**src/rtl/inst_encoder.sv**
```systemverilog
// RV32I field-level instruction encoder feeding a small valid/ready output FIFO.
// Illegal ops and out-of-range immediates raise sticky error flags.
module inst_encoder #(
    parameter int unsigned DEPTH = 2,
    parameter int unsigned CNT_W = 16
) (
    input  logic             clk,
    input  logic             rst_n,
    input  logic             req_valid,
    output logic             req_ready,
    input  logic [5:0]       req_op,
    input  logic [4:0]       req_rd,
    input  logic [4:0]       req_rs1,
    input  logic [4:0]       req_rs2,
    input  logic [31:0]      req_imm,
    output logic             inst_valid,
    input  logic             inst_ready,
    output logic [31:0]      inst,
    output logic             err_op,
    output logic             err_imm,
    input  logic             err_clr,
    output logic [CNT_W-1:0] inst_count
);

    localparam int unsigned AW = (DEPTH > 1) ? $clog2(DEPTH) : 1;
    localparam int unsigned CW = AW + 1;

    typedef enum logic [2:0] {FmtR, FmtI, FmtSh, FmtS, FmtB, FmtU, FmtJ} fmt_e;

    fmt_e        fmt;
    logic [6:0]  opcode;
    logic [2:0]  f3;
    logic [6:0]  f7;
    logic        op_legal;
    logic        imm_ok;
    logic [31:0] word;

    logic [31:0]      mem_q [DEPTH];
    logic [31:0]      mem_d [DEPTH];
    logic [AW-1:0]    wr_ptr_q, wr_ptr_d;
    logic [AW-1:0]    rd_ptr_q, rd_ptr_d;
    logic [CW-1:0]    count_q, count_d;
    logic [CNT_W-1:0] inst_count_q, inst_count_d;
    logic             err_op_q, err_op_d;
    logic             err_imm_q, err_imm_d;
    logic             accept, push, pop;

    // Op decode: instruction format, major opcode and function fields.
    always_comb begin
        fmt      = FmtR;
        opcode   = 7'h33;
        f3       = 3'd0;
        f7       = 7'h00;
        op_legal = 1'b1;
        case (req_op)
            6'd0:  f3 = 3'd0;
            6'd1:  begin f3 = 3'd0; f7 = 7'h20; end
            6'd2:  f3 = 3'd1;
            6'd3:  f3 = 3'd2;
            6'd4:  f3 = 3'd3;
            6'd5:  f3 = 3'd4;
            6'd6:  f3 = 3'd5;
            6'd7:  begin f3 = 3'd5; f7 = 7'h20; end
            6'd8:  f3 = 3'd6;
            6'd9:  f3 = 3'd7;
            6'd10: begin fmt = FmtI; opcode = 7'h13; f3 = 3'd0; end
            6'd11: begin fmt = FmtI; opcode = 7'h13; f3 = 3'd2; end
            6'd12: begin fmt = FmtI; opcode = 7'h13; f3 = 3'd3; end
            6'd13: begin fmt = FmtI; opcode = 7'h13; f3 = 3'd4; end
            6'd14: begin fmt = FmtI; opcode = 7'h13; f3 = 3'd6; end
            6'd15: begin fmt = FmtI; opcode = 7'h13; f3 = 3'd7; end
            6'd16: begin fmt = FmtSh; opcode = 7'h13; f3 = 3'd1; end
            6'd17: begin fmt = FmtSh; opcode = 7'h13; f3 = 3'd5; end
            6'd18: begin fmt = FmtSh; opcode = 7'h13; f3 = 3'd5; f7 = 7'h20; end
            6'd19: begin fmt = FmtI; opcode = 7'h03; f3 = 3'd0; end
            6'd20: begin fmt = FmtI; opcode = 7'h03; f3 = 3'd1; end
            6'd21: begin fmt = FmtI; opcode = 7'h03; f3 = 3'd2; end
            6'd22: begin fmt = FmtI; opcode = 7'h03; f3 = 3'd4; end
            6'd23: begin fmt = FmtI; opcode = 7'h03; f3 = 3'd5; end
            6'd24: begin fmt = FmtS; opcode = 7'h23; f3 = 3'd0; end
            6'd25: begin fmt = FmtS; opcode = 7'h23; f3 = 3'd1; end
            6'd26: begin fmt = FmtS; opcode = 7'h23; f3 = 3'd2; end
            6'd27: begin fmt = FmtB; opcode = 7'h63; f3 = 3'd0; end
            6'd28: begin fmt = FmtB; opcode = 7'h63; f3 = 3'd1; end
            6'd29: begin fmt = FmtB; opcode = 7'h63; f3 = 3'd4; end
            6'd30: begin fmt = FmtB; opcode = 7'h63; f3 = 3'd5; end
            6'd31: begin fmt = FmtB; opcode = 7'h63; f3 = 3'd6; end
            6'd32: begin fmt = FmtB; opcode = 7'h63; f3 = 3'd7; end
            6'd33: begin fmt = FmtJ; opcode = 7'h6F; end
            6'd34: begin fmt = FmtI; opcode = 7'h67; f3 = 3'd0; end
            6'd35: begin fmt = FmtU; opcode = 7'h37; end
            6'd36: begin fmt = FmtU; opcode = 7'h17; end
            default: op_legal = 1'b0;
        endcase
    end

    // Field assembly; out-of-range immediates still encode their truncated bits.
    always_comb begin
        word   = '0;
        imm_ok = 1'b1;
        case (fmt)
            FmtR: word = {f7, req_rs2, req_rs1, f3, req_rd, opcode};
            FmtI: begin
                word   = {req_imm[11:0], req_rs1, f3, req_rd, opcode};
                imm_ok = (&req_imm[31:11]) | ~(|req_imm[31:11]);
            end
            FmtSh: begin
                word   = {f7, req_imm[4:0], req_rs1, f3, req_rd, opcode};
                imm_ok = ~(|req_imm[31:5]);
            end
            FmtS: begin
                word   = {req_imm[11:5], req_rs2, req_rs1, f3, req_imm[4:0], opcode};
                imm_ok = (&req_imm[31:11]) | ~(|req_imm[31:11]);
            end
            FmtB: begin
                word   = {req_imm[12], req_imm[10:5], req_rs2, req_rs1, f3,
                          req_imm[4:1], req_imm[11], opcode};
                imm_ok = ((&req_imm[31:12]) | ~(|req_imm[31:12])) & ~req_imm[0];
            end
            FmtU: begin
                word   = {req_imm[31:12], req_rd, opcode};
                imm_ok = ~(|req_imm[11:0]);
            end
            FmtJ: begin
                word   = {req_imm[20], req_imm[10:1], req_imm[11], req_imm[19:12], req_rd, opcode};
                imm_ok = ((&req_imm[31:20]) | ~(|req_imm[31:20])) & ~req_imm[0];
            end
            default: word = '0;
        endcase
    end

    assign req_ready  = (count_q < CW'(DEPTH));
    assign inst_valid = (count_q != '0);
    assign accept     = req_valid & req_ready;
    assign push       = accept & op_legal;
    assign pop        = inst_valid & inst_ready;

    always_comb begin
        mem_d = mem_q;
        if (push) begin
            mem_d[wr_ptr_q] = word;
        end
        wr_ptr_d     = wr_ptr_q + AW'(push);
        rd_ptr_d     = rd_ptr_q + AW'(pop);
        count_d      = count_q + CW'(push) - CW'(pop);
        inst_count_d = inst_count_q + CNT_W'(pop);
        // A new error in the same cycle as err_clr leaves the flag set.
        err_op_d     = (err_op_q & ~err_clr) | (accept & ~op_legal);
        err_imm_d    = (err_imm_q & ~err_clr) | (push & ~imm_ok);
    end

    always_ff @(posedge clk or negedge rst_n) begin
        if (!rst_n) begin
            mem_q        <= '{default: '0};
            wr_ptr_q     <= '0;
            rd_ptr_q     <= '0;
            count_q      <= '0;
            inst_count_q <= '0;
            err_op_q     <= 1'b0;
            err_imm_q    <= 1'b0;
        end else begin
            mem_q        <= mem_d;
            wr_ptr_q     <= wr_ptr_d;
            rd_ptr_q     <= rd_ptr_d;
            count_q      <= count_d;
            inst_count_q <= inst_count_d;
            err_op_q     <= err_op_d;
            err_imm_q    <= err_imm_d;
        end
    end

    assign inst       = inst_valid ? mem_q[rd_ptr_q] : '0;
    assign err_op     = err_op_q;
    assign err_imm    = err_imm_q;
    assign inst_count = inst_count_q;

endmodule
```
**config.mk**
```make
export PLATFORM = sky130hd
export DESIGN_NAME = inst_encoder
export DESIGN_NICKNAME = d
export VERILOG_FILES = /design/src/rtl/inst_encoder.sv
export SDC_FILE = /design/constraint.sdc
export NUM_CORES = 1
export LEC_CHECK = 0
export BUFFER_PORTS_ARGS = -buffer_cell sky130_fd_sc_hd__buf_2
export CORE_MARGIN = 4
export CORE_UTILIZATION = 54
export CTS_CLUSTER_DIAMETER = 100
export DETAILED_ROUTE_END_ITERATION = 8
export GPL_TIMING_DRIVEN = 0
export MAX_ROUTING_LAYER = met4
export PLACE_DENSITY = 0.77
export SLEW_MARGIN = 20
export SYNTH_ARGS = -nofsm -noshare
export SYNTH_HDL_FRONTEND = slang
export SYNTH_SLANG_ARGS = --single-unit
```
**constraint.sdc**
```tcl
create_clock -name clk -period 2.1 [get_ports clk]
set_input_delay 0.315 -clock clk [delete_from_list [all_inputs] [get_ports clk]]
set_output_delay 0.315 -clock clk [all_outputs]
set_load 0.005 [all_outputs]
```
==> results of run 1 <==
[layer usage]
metal | up-vias | share of wire [%] | global-route usage (%)
met5 | - | 0 | -
met4 | 0 | 3.3 | 9.407
met3 | 42 | 7.5 | 5.510
met2 | 231 | 47 | 44.11
met1 | 2103 | 42 | 37.00
li1 | 2007 | - | -
[worst paths after layout]
path,start,to,slack [ns],cells past startpoint
worst min-delay path,req_rs2[0],mem_q[52],0.20,2
worst max-delay path,req_op[3],mem_q[61],0.09,7
worst max register to register,count_q[1],inst_count[12],0.20,9
max in group asynchronous,rst_n,mem_q[4],1.06,3
min in group asynchronous,rst_n,mem_q[30],0.43,2
worst min register to register,inst_count[15],inst_count[15],0.47,1
[timing repair]
item / 4_1_cts / 5_1_grt
setup endpoints to repair: 94 / 71
endpoints found under the hold margin: 27 / 0
resized for setup: 19 / 18
hold buffers: 1 / 0
[Yosys cell counts (5+ instances only)]
master,instances
sky130_fd_sc_hd__nor3_1,5
sky130_fd_sc_hd__nor2b_1,12
sky130_fd_sc_hd__nor4_1,6
sky130_fd_sc_hd__a22oi_1,7
sky130_fd_sc_hd__and3_1,6
sky130_fd_sc_hd__o21ai_0,10
sky130_fd_sc_hd__nand2_1,16
sky130_fd_sc_hd__nand4_1,11
sky130_fd_sc_hd__inv_1,11
sky130_fd_sc_hd__ha_1,6
sky130_fd_sc_hd__buf_2,8
sky130_fd_sc_hd__mux2_2,10
sky130_fd_sc_hd__a221o_1,10
sky130_fd_sc_hd__a21oi_1,41
sky130_fd_sc_hd__and2_1,6
sky130_fd_sc_hd__dfrtp_1,84
sky130_fd_sc_hd__mux2i_1,41
sky130_fd_sc_hd__a22o_1,5
sky130_fd_sc_hd__xnor2_1,15
sky130_fd_sc_hd__clkbuf_1,17
sky130_fd_sc_hd__nand3_1,7
sky130_fd_sc_hd__nor2_1,84
[state kept, by name (all words and copies together) (netlist names)]
| signal | flops |
|---|---|
| mem_q | 62 |
| wr_ptr_q | 1 |
| count_q | 2 |
| rd_ptr_q | 1 |
| err_imm | 1 |
| inst_count | 16 |
| err_op | 1 |
[cells in the final DEF, fill, tap and decap left out, types with 4 or more instances in the layout]
| cell type | count |
|---|---|
| sky130_fd_sc_hd__buf_2 | 120 |
| sky130_fd_sc_hd__dfrtp_1 | 84 |
| sky130_fd_sc_hd__nor2_1 | 83 |
| sky130_fd_sc_hd__mux2i_1 | 41 |
| sky130_fd_sc_hd__a21oi_1 | 41 |
| sky130_fd_sc_hd__nand2_1 | 16 |
| sky130_fd_sc_hd__xnor2_1 | 15 |
| sky130_fd_sc_hd__inv_1 | 11 |
| sky130_fd_sc_hd__nand4_1 | 11 |
| sky130_fd_sc_hd__nor2b_1 | 11 |
| sky130_fd_sc_hd__o21ai_0 | 10 |
| sky130_fd_sc_hd__mux2_2 | 10 |
| sky130_fd_sc_hd__a221o_1 | 10 |
| sky130_fd_sc_hd__clkbuf_8 | 9 |
| sky130_fd_sc_hd__nand3_1 | 7 |
| sky130_fd_sc_hd__a22oi_1 | 7 |
| sky130_fd_sc_hd__buf_4 | 6 |
| sky130_fd_sc_hd__and3_1 | 6 |
| sky130_fd_sc_hd__clkbuf_2 | 6 |
| sky130_fd_sc_hd__clkbuf_4 | 6 |
| sky130_fd_sc_hd__nor4_1 | 6 |
| sky130_fd_sc_hd__and2_1 | 5 |
| sky130_fd_sc_hd__nor3_1 | 5 |
| sky130_fd_sc_hd__a22o_1 | 5 |
| sky130_fd_sc_hd__or2_2 | 4 |
| sky130_fd_sc_hd__xor2_1 | 4 |
| sky130_fd_sc_hd__nand2b_1 | 4 |
| sky130_fd_sc_hd__ha_1 | 4 |
[cells by family (layout without fill, tap and decap cells)]
logic type / count (synthesis) / count (layout) / share of synthesized area [%]
adders and majority gates: 6 / 6 / 1.596
buffers and inverters: 44 / 170 / 4.123
and+or+nand+nor: 176 / 176 / 18.65
AOI/OAI and AO/OA: 110 / 110 / 16.28
DFF: 84 / 84 / 44.69
xor gates and xnor gates: 19 / 19 / 3.538
muxes: 51 / 51 / 11.12
[worst reg2reg max path, stage by stage (launching register included)]
cell                      delay (ns)
sky130_fd_sc_hd__dfrtp_1        0.40
sky130_fd_sc_hd__nor2_2         0.09
sky130_fd_sc_hd__inv_1          0.07
sky130_fd_sc_hd__and2_2         0.20
sky130_fd_sc_hd__ha_4           0.17
sky130_fd_sc_hd__ha_2           0.22
sky130_fd_sc_hd__nand2_1        0.09
sky130_fd_sc_hd__or2_2          0.32
sky130_fd_sc_hd__nor2_1         0.13
sky130_fd_sc_hd__xor2_1         0.16
[area by class of cell]
| class | count | area, µm² |
|---|---|---|
| Sequential cell | 84 | 2102 |
| Clock buffer | 9 | 123.9 |
| Inverter | 11 | 41.29 |
| Clock inverter | 7 | 57.56 |
| Buffer | 32 | 191.4 |
| Multi-Input combinational cell | 362 | 2452 |
| Timing Repair Buffer | 111 | 585.6 |
| Tap cell | 105 | 131.4 |
| Fill cell | 696 | 2655 |
[where the power goes]
| part | internal (W) | total [W] | switching [W] | leakage (nW) |
|---|---|---|---|---|
| sequential | 0.00228 | 0.00268 | 0.000403 | 1.00 |
| clock | 0.000446 | 0.00108 | 0.000636 | 0.0881 |
| combinational | 0.00143 | 0.00301 | 0.00158 | 1.63 |
| total | 0.00415 | 0.00677 | 0.00262 | 2.72 |
[stage by stage]
step                setup TNS (ns)  total power, W  std cells  util (%)  worst slack [ns]
floorplan                  -0.4541        0.004435        490         -          -0.02270
global placement            -38.46        0.005491        704     64.60           -0.7577
detailed placement          -42.20        0.005641        705     64.96           -0.8201
CTS                              0        0.006763        721     67.64         0.0004416
global route              -0.01531        0.007271        721     68.17         -0.008118
finish                           0        0.006768        721     68.17           0.09045
==> metrics.csv, run 1 <==
metric,value,unit
run_status,completed,
drt.antenna.violating_nets,0,
worst_clock_skew,0.008814,ns
nNetsFinal,675,
wire_length_of_the_first_global_routing_pass,21820,µm
synth.yosys.warnings,0,
number_of_distinct_library_cell_variants_in_the_gate_level_netlist_after_synthesis,61,
max_cap_violations,0,
synth_area_leaders,"sky130_fd_sc_hd__dfrtp_1 45%, sky130_fd_sc_hd__mux2i_1 8.7%, sky130_fd_sc_hd__nor2_1 6.7%, sky130_fd_sc_hd__a21oi_1 4.4%, sky130_fd_sc_hd__xnor2_1 2.8%",
max-clock-path-buffers,2,
timing.fmax,497.6,MHz
placement_rows,33,
grt_remaining_overflow,0,
crit_top_cell,sky130_fd_sc_hd__buf_2,
via_per_inst,6.079,
yosysTopAreaCellShare,44.69,%
hold_ws,0.2040,ns
tritoncts,yes,
critPathKind,in2reg,
syn_avg_cell_area,9.598,µm²
synth_area_leader_cell,sky130_fd_sc_hd__dfrtp_1,
die_width,101.3,µm
worst_path_largest_cell_delay,0.79,ns
post_synth_instance_area,4703,µm²
avgRoutedWirePerCell,18.83,µm
path_clk_slew,0.09,ns
antenna-diode-count,0,
route.vias.total,4383,
cts.repair_timing.setup_buffer_count,0,
irDropWorstVdd,494.0,µV
dpl-instance-area,5418,µm²
finalWorstPathRequiredPeriod,2.010,ns
root_buffer,sky130_fd_sc_hd__clkbuf_8,
timing_hold_violations_final,0,
final_design_area_no_fill,5685,µm²
routabilityCongestion,0.9639,
clock_tree_sinks,84,
dominantRegCellSynth,sky130_fd_sc_hd__dfrtp_1,
synth_edf_count,0,
power_dens_cells,1190,nW/µm²
detail_route.drc_violations,0,
finalMaxSlewViolations,0,
wirelength,13570,µm
start_kind,input port,
grt.total_usage,28.22,%
effective_utilization_at_floorplan,56.39,%
port_buffers,109,
clock_tree.htree_level_count,3,
sequence_of_cells_on_the_critical_path,buf_2 > buf_2 > buf_2 > nor2_1 > a222oi_1 > a22oi_1 > a21oi_1,
synth-seq-cells,84,
synthesis.nets,554,
crit_path_top_delay_cell,sky130_fd_sc_hd__a222oi_1,
antenna_found_initial,0,
synthesis.instances,490,
first_global_vias,4310,
area_growth,20.88,%
design.die.area,10270,µm²
share_of_cells_above_drive_strength_1,29.71,%
asyncSetResetFlopFracSynth,100.0,%
core_area,8341,µm²
worstHoldPathType,in2reg,
worstPathArrival,2.29,ns
crit_family,compound AO/OA/AOI/OAI gates,
die_h,101.3,µm
total_leakage_power,2.722,nW
setup.worst_path.end_class,flip-flop,
max-slew-margin-rel,42.27,%
maximum_number_of_pins_on_one_net_before_global_route_repair,58,
cp_max_fo,10,
first_iter_violations,269,
place_hpwl,10300,µm
design.portCount,110,
critPathRequiredTime,2.38,ns
timing.critical_path.buf_inv,3,
final_min_period_over_clock_period,95.69,%
tightest_slew,0.8660,ns
number_of_buffers_created_by_cts,9,
clock_insertion_delay_worst_skew,0.36,ns
setup_violations,0,
sequential_share_of_the_synthesized_area,44.69,%
rsz_0062_raised_after_global_routing,yes,
firstDrtPassIters,5,
Note: power is estimated with default switching activity, not from simulation.
==> run 2: changes to the inputs <==
--- a/config.mk
+++ b/config.mk
@@ -12,7 +12,7 @@
 export DETAILED_ROUTE_END_ITERATION = 8
 export GPL_TIMING_DRIVEN = 0
 export MAX_ROUTING_LAYER = met4
-export PLACE_DENSITY = 0.77
+export PLACE_DENSITY = 0.8
 export SLEW_MARGIN = 20
 export SYNTH_ARGS = -nofsm -noshare
 export SYNTH_HDL_FRONTEND = slang
==> metrics.csv, run 2 (synthesis results as in run 1) <==
metric,value,unit
finalMaxSlewViolations,0,
ff2ff_path_depth,7,
most_common_cell_after_layout_fill_and_taps_aside,sky130_fd_sc_hd__buf_2,
place_hpwl,10260,µm
routabilityCongestion,0.9456,
share_of_cells_above_drive_strength_1,29.82,%
wire_length_of_the_first_global_routing_pass,21850,µm
die_h,101.3,µm
drt.antenna.violating_nets,0,
tightest_slew,0.8434,ns
grt_remaining_overflow,0,
area_growth,21.68,%
path_clk_slew,0.09,ns
timing_hold_violations_final,0,
crit_top_cell,sky130_fd_sc_hd__buf_2,
avgRoutedWirePerCell,18.94,µm
layoutNonFillerInstCount,722,
finalWorstPathRequiredPeriod,2.039,ns
cp_max_fo,10,
effective_utilization_at_floorplan,56.39,%
final_critical_path_setup_slack,0.06115,ns
total_leakage_power,2.740,nW
worst_path_largest_cell_delay,0.31,ns
design.portCount,110,
grt.total_usage,28.13,%
start_kind,input port,
layout_common_cells,"117 x sky130_fd_sc_hd__buf_2, 84 x sky130_fd_sc_hd__dfrtp_1, 83 x sky130_fd_sc_hd__nor2_1",
detail_route.drc_violations,0,
wirelength,13670,µm
antenna_found_initial,0,
clock_tree_sinks,84,
firstDrtPassIters,7,
route.vias.total,4421,
worst_clock_skew,0.01176,ns
fin_tns_setup,0,ns
setup_violations,0,
dpl.cell_count,705,
largest_register,mem_q,
setup.worst_path.end_class,flip-flop,
first_global_vias,4233,
nNetsFinal,676,
critPathKind,in2reg,
number_of_buffers_created_by_cts,9,
max_cap_violations,0,
placement_rows,33,
antenna-diode-count,0,
first_iter_violations,296,
dpl_worst_slack,-0.9747,ns
die_width,101.3,µm
max-slew-margin-rel,43.78,%
power_dens_cells,1209,nW/µm²
crit_path_top_delay_cell,sky130_fd_sc_hd__o31ai_2,
largest_reg_flops,62,
root_buffer,sky130_fd_sc_hd__clkbuf_8,
worstPathArrival,2.27,ns
max-clock-path-buffers,2,
timing.fmax,490.5,MHz
sequence_of_cells_on_the_critical_path,buf_2 > buf_2 > buf_2 > o31ai_2 > nor2b_4 > ha_1 > clkbuf_2 > clkbuf_4 > a21oi_1,
clock_tree.htree_level_count,3,
port_buffers,109,
critPathRequiredTime,2.33,ns
design.die.area,10270,µm²
min_delay_path_depth,3,
run_status,completed,
via_per_inst,6.123,
irDropWorstVdd,497.6,µV
worstHoldPathType,in2reg,
clock_insertion_delay_worst_skew,0.36,ns
final_min_period_over_clock_period,97.09,%
core_area,8341,µm²
post-layout-total-power,0.006920,W
tritoncts,yes,
maximum_number_of_pins_on_one_net_before_global_route_repair,44,
## run 2: repair_timing
item	in CTS	in global routing
resized for setup	22	24
endpoints found under the hold margin	41	0
buffers inserted	0	1
pin swaps	0	0
setup endpoints to repair	96	62
hold buffers	1	0
## run 2: worst max-delay path, delay by kind of cell
| kind | cells | cell delay [ns] |
|---|---|---|
| AO/OA/AOI/OAI | 2 | 0.40 |
| adder cells (fa/ha/maj) | 1 | 0.22 |
| buffers and inverters | 5 | 1.05 |
| AND/OR/NAND/NOR | 1 | 0.27 |
## run 2: path summary, 6_finish.rpt
path,from,end,slack (ns)
hold / removal,err_clr,err_op,0.21
max in group asynchronous,rst_n,mem_q[37],0.99
hold reg to reg,inst_count[15],inst_count[15],0.47
setup reg to reg,count_q[1],mem_q[17],0.18
setup / recovery,req_op[3],mem_q[17],0.06
min in group asynchronous,rst_n,mem_q[27],0.48
## run 2: through the flow
stage | area, µm² | hold WS, ns | utilization, %
finish | 5723 | 0.2115 | 68.62
global route | 5723 | 0.2023 | 68.62
CTS | 5664 | 0.2141 | 67.91
detailed placement | 5410 | 0.3299 | 64.87
global placement | 5388 | 0.4528 | 64.60
floorplan | 4711 | 0.01941 | -
## run 2: layout make-up
class	count	area, µm²
clock inverter	6	71.32
inverter	11	41.29
sequential	84	2102
tap	105	131.4
buffer	32	205.2
fill	670	2618
clock buffer	10	127.6
multi-input combinational	362	2459
timing repair buffer	112	585.6
## run 2: report_power, final
| group | internal [W] | total (W) | switching, W |
|---|---|---|---|
| combinational | 0.00145 | 0.00302 | 0.00158 |
| sequential | 0.00228 | 0.00270 | 0.000421 |
| clock | 0.000565 | 0.00120 | 0.000634 |
| total | 0.00429 | 0.00692 | 0.00263 |
## run 2: routing by layer
| layer | track usage, % | vias up | part of all wire [%] |
|---|---|---|---|
| met2 | 45.17 | 197 | 48 |
| met5 | - | - | 0 |
| met3 | 3.719 | 38 | 6.0 |
| li1 | - | 2007 | - |
| met1 | 36.94 | 2179 | 43 |
| met4 | 9.305 | 0 | 3.1 |
==> run 3: changes to the inputs <==
--- a/config.mk
+++ b/config.mk
@@ -6,6 +6,7 @@
 export NUM_CORES = 1
 export LEC_CHECK = 0
 export BUFFER_PORTS_ARGS = -buffer_cell sky130_fd_sc_hd__buf_2
+export CORE_ASPECT_RATIO = 0.5
 export CORE_MARGIN = 4
 export CORE_UTILIZATION = 54
 export CTS_CLUSTER_DIAMETER = 100
@@ -13,6 +14,7 @@
 export GPL_TIMING_DRIVEN = 0
 export MAX_ROUTING_LAYER = met4
 export PLACE_DENSITY = 0.8
+export REMOVE_ABC_BUFFERS = 1
 export SLEW_MARGIN = 20
 export SYNTH_ARGS = -nofsm -noshare
 export SYNTH_HDL_FRONTEND = slang
==> metrics.csv, run 3 (synthesis results as in run 1) <==
metric,value,unit
final_design_area_no_fill,5798,µm²
utilization,70.45,%
dpl-instance-area,5375,µm²
tritoncts,yes,
worstHoldPathType,in2async,
crit-reg2reg-capture,inst_count[12],
ff_latch_area,2107,µm²
clock_insertion_delay_worst_skew,0.33,ns
antenna_found_initial,0,
ff2ff_path_depth,9,
worst_path_largest_cell_delay,0.55,ns
grt.total_usage,25.73,%
worst_clock_skew,0.006937,ns
effective_utilization_at_floorplan,57.15,%
cp_max_fo,21,
first_iter_violations,326,
via_per_inst,5.975,
largest_register,mem_q,
max-clock-path-buffers,2,
core_area,8230,µm²
path_clk_slew,0.06,ns
share_of_cells_above_drive_strength_1,28.11,%
irDropWorstVdd,878.0,µV
setup_violations,0,
max-slew-margin-rel,59.51,%
first_global_vias,4026,
design.portCount,110,
firstDrtPassIters,5,
number_of_buffers_created_by_cts,9,
wirelength,12490,µm
wire_length_of_the_first_global_routing_pass,20550,µm
max_cap_violations,0,
failed_checks,hold timing,
avgRoutedWirePerCell,17.70,µm
placement_rows,23,
multiInputGateArea,2481,µm²
design.die.area,10360,µm²
total_leakage_power,2.708,nW
antenna-diode-count,0,
worstPathArrival,2.22,ns
most_common_cell_after_layout_fill_and_taps_aside,sky130_fd_sc_hd__buf_2,
detail_route.drc_violations,0,
sequence_of_cells_on_the_critical_path,buf_2 > or4b_4 > nor2_1 > or2_2 > mux2i_1 > a21oi_1,
count_of_hold_buffers_inserted_by_post_cts_repair,0,
die_h,73.99,µm
power_dens_cells,1270,nW/µm²
critPathRequiredTime,2.31,ns
timing.critical_path.buf_inv,1,
finalWorstPathRequiredPeriod,2.006,ns
timing_hold_violations_final,28,
crit_path_top_delay_cell,sky130_fd_sc_hd__or4b_4,
finalMaxSlewViolations,0,
route.vias.total,4218,
maximum_number_of_pins_on_one_net_before_global_route_repair,48,
clock_tree.htree_level_count,3,
timing.critical_path.depth,6,
drt.antenna.violating_nets,0,
port_buffers,109,
start_kind,input port,
largest_reg_flops,62,
critPathKind,in2reg,
root_buffer,sky130_fd_sc_hd__clkbuf_16,
n_fill_cell,650,
place_hpwl,8631,µm
tightest_slew,0.6074,ns
run_status,"complete, but fails checks",
layout_common_cells,"108 x sky130_fd_sc_hd__buf_2, 83 x sky130_fd_sc_hd__nor2_1, 82 x sky130_fd_sc_hd__dfrtp_1",
setup.worst_path.end_class,flip-flop,
area_growth,23.28,%
nNetsFinal,653,
worst_r2r_startpoint,count_q[1],
grt_remaining_overflow,0,
timing.reg2reg.setup_slack,0.15,ns
final_min_period_over_clock_period,95.52,%
routabilityCongestion,0.8885,
timing.fmax,498.5,MHz
die_width,140.0,µm
hold_ws,-0.006913,ns
clock_tree_sinks,84,
crit_family,simple AND/OR/NAND/NOR gates,
==> run 3: cell types whose count changed in the layout (fill, tap and decap cells not counted), moves of 3 or more <==
cell                        delta
sky130_fd_sc_hd__clkbuf_4     -10
sky130_fd_sc_hd__clkbuf_2      -5
sky130_fd_sc_hd__buf_16        +3
sky130_fd_sc_hd__clkbuf_16     +9
sky130_fd_sc_hd__buf_2         -9
sky130_fd_sc_hd__clkbuf_8      -7
==> run 3: how the worst max path moves through the flow <==
| stage | startpoint | end | slack, ns |
|---|---|---|---|
| 2_1_floorplan | count_q[1] | inst_count[12] | -0.70 |
| 3_3_place_gp | count_q[1] | inst_count[12] | -1.73 |
| 4_1_cts | count_q[1] | inst_count[14] | 0.006 |
| 5_1_grt | req_op[5] | mem_q[39] | -0.002 |
| 3_5_place_dp | req_op[1] | mem_q[52] | -0.80 |
| 6_report | req_op[5] | mem_q[16] | 0.09 |
==> run 3: timing repair <==
action                                  in CTS  in global routing
gates cloned                                 0                  0
buffers inserted                             5                  2
endpoints found under the setup margin      53                 46
gates resized for setup                      5                 10
pin swaps                                    3                  1
==> run 3: final cells by class <==
type / instances / area share (%)
multi-input cells: 362 / 42.79
flip-flops and latches: 84 / 36.34
repair buffers: 121 / 12.47
clock buffers: 13 / 4.489
well taps: 112 / 2.417
clock inverters: 3 / 0.7769
inverters: 11 / 0.7121
==> run 3: power by group <==
group	switching, W	internal (W)	total [W]
logic	0.00148	0.00150	0.00298
registers	0.000496	0.00229	0.00279
clock network	0.000612	0.000987	0.00160
==> run 3: metrics by stage <==
step	hold slack (ns)	setup TNS (ns)	std cells	power [W]	setup WS, ns
global route	0.04053	-0.002444	706	0.007881	-0.002444
detailed placement	0.3686	-31.44	683	0.005642	-0.7978
global placement	0.4530	-137.91	678	0.005385	-1.725
finish	-0.006913	0	706	0.007364	0.09418
CTS	0.004681	0	704	0.007340	0.006169
floorplan	0.01941	-30.76	457	0.004356	-0.6977
==> run 3: layer usage <==
metal / track usage (%) / share of wire (%) / vias up
met4: 6.122 / 1.2 / 0
met3: 5.845 / 7.1 / 29
li1: - / - / 1966
met5: - / 0 / -
met2: 41.03 / 48 / 164
met1: 34.22 / 44 / 2059
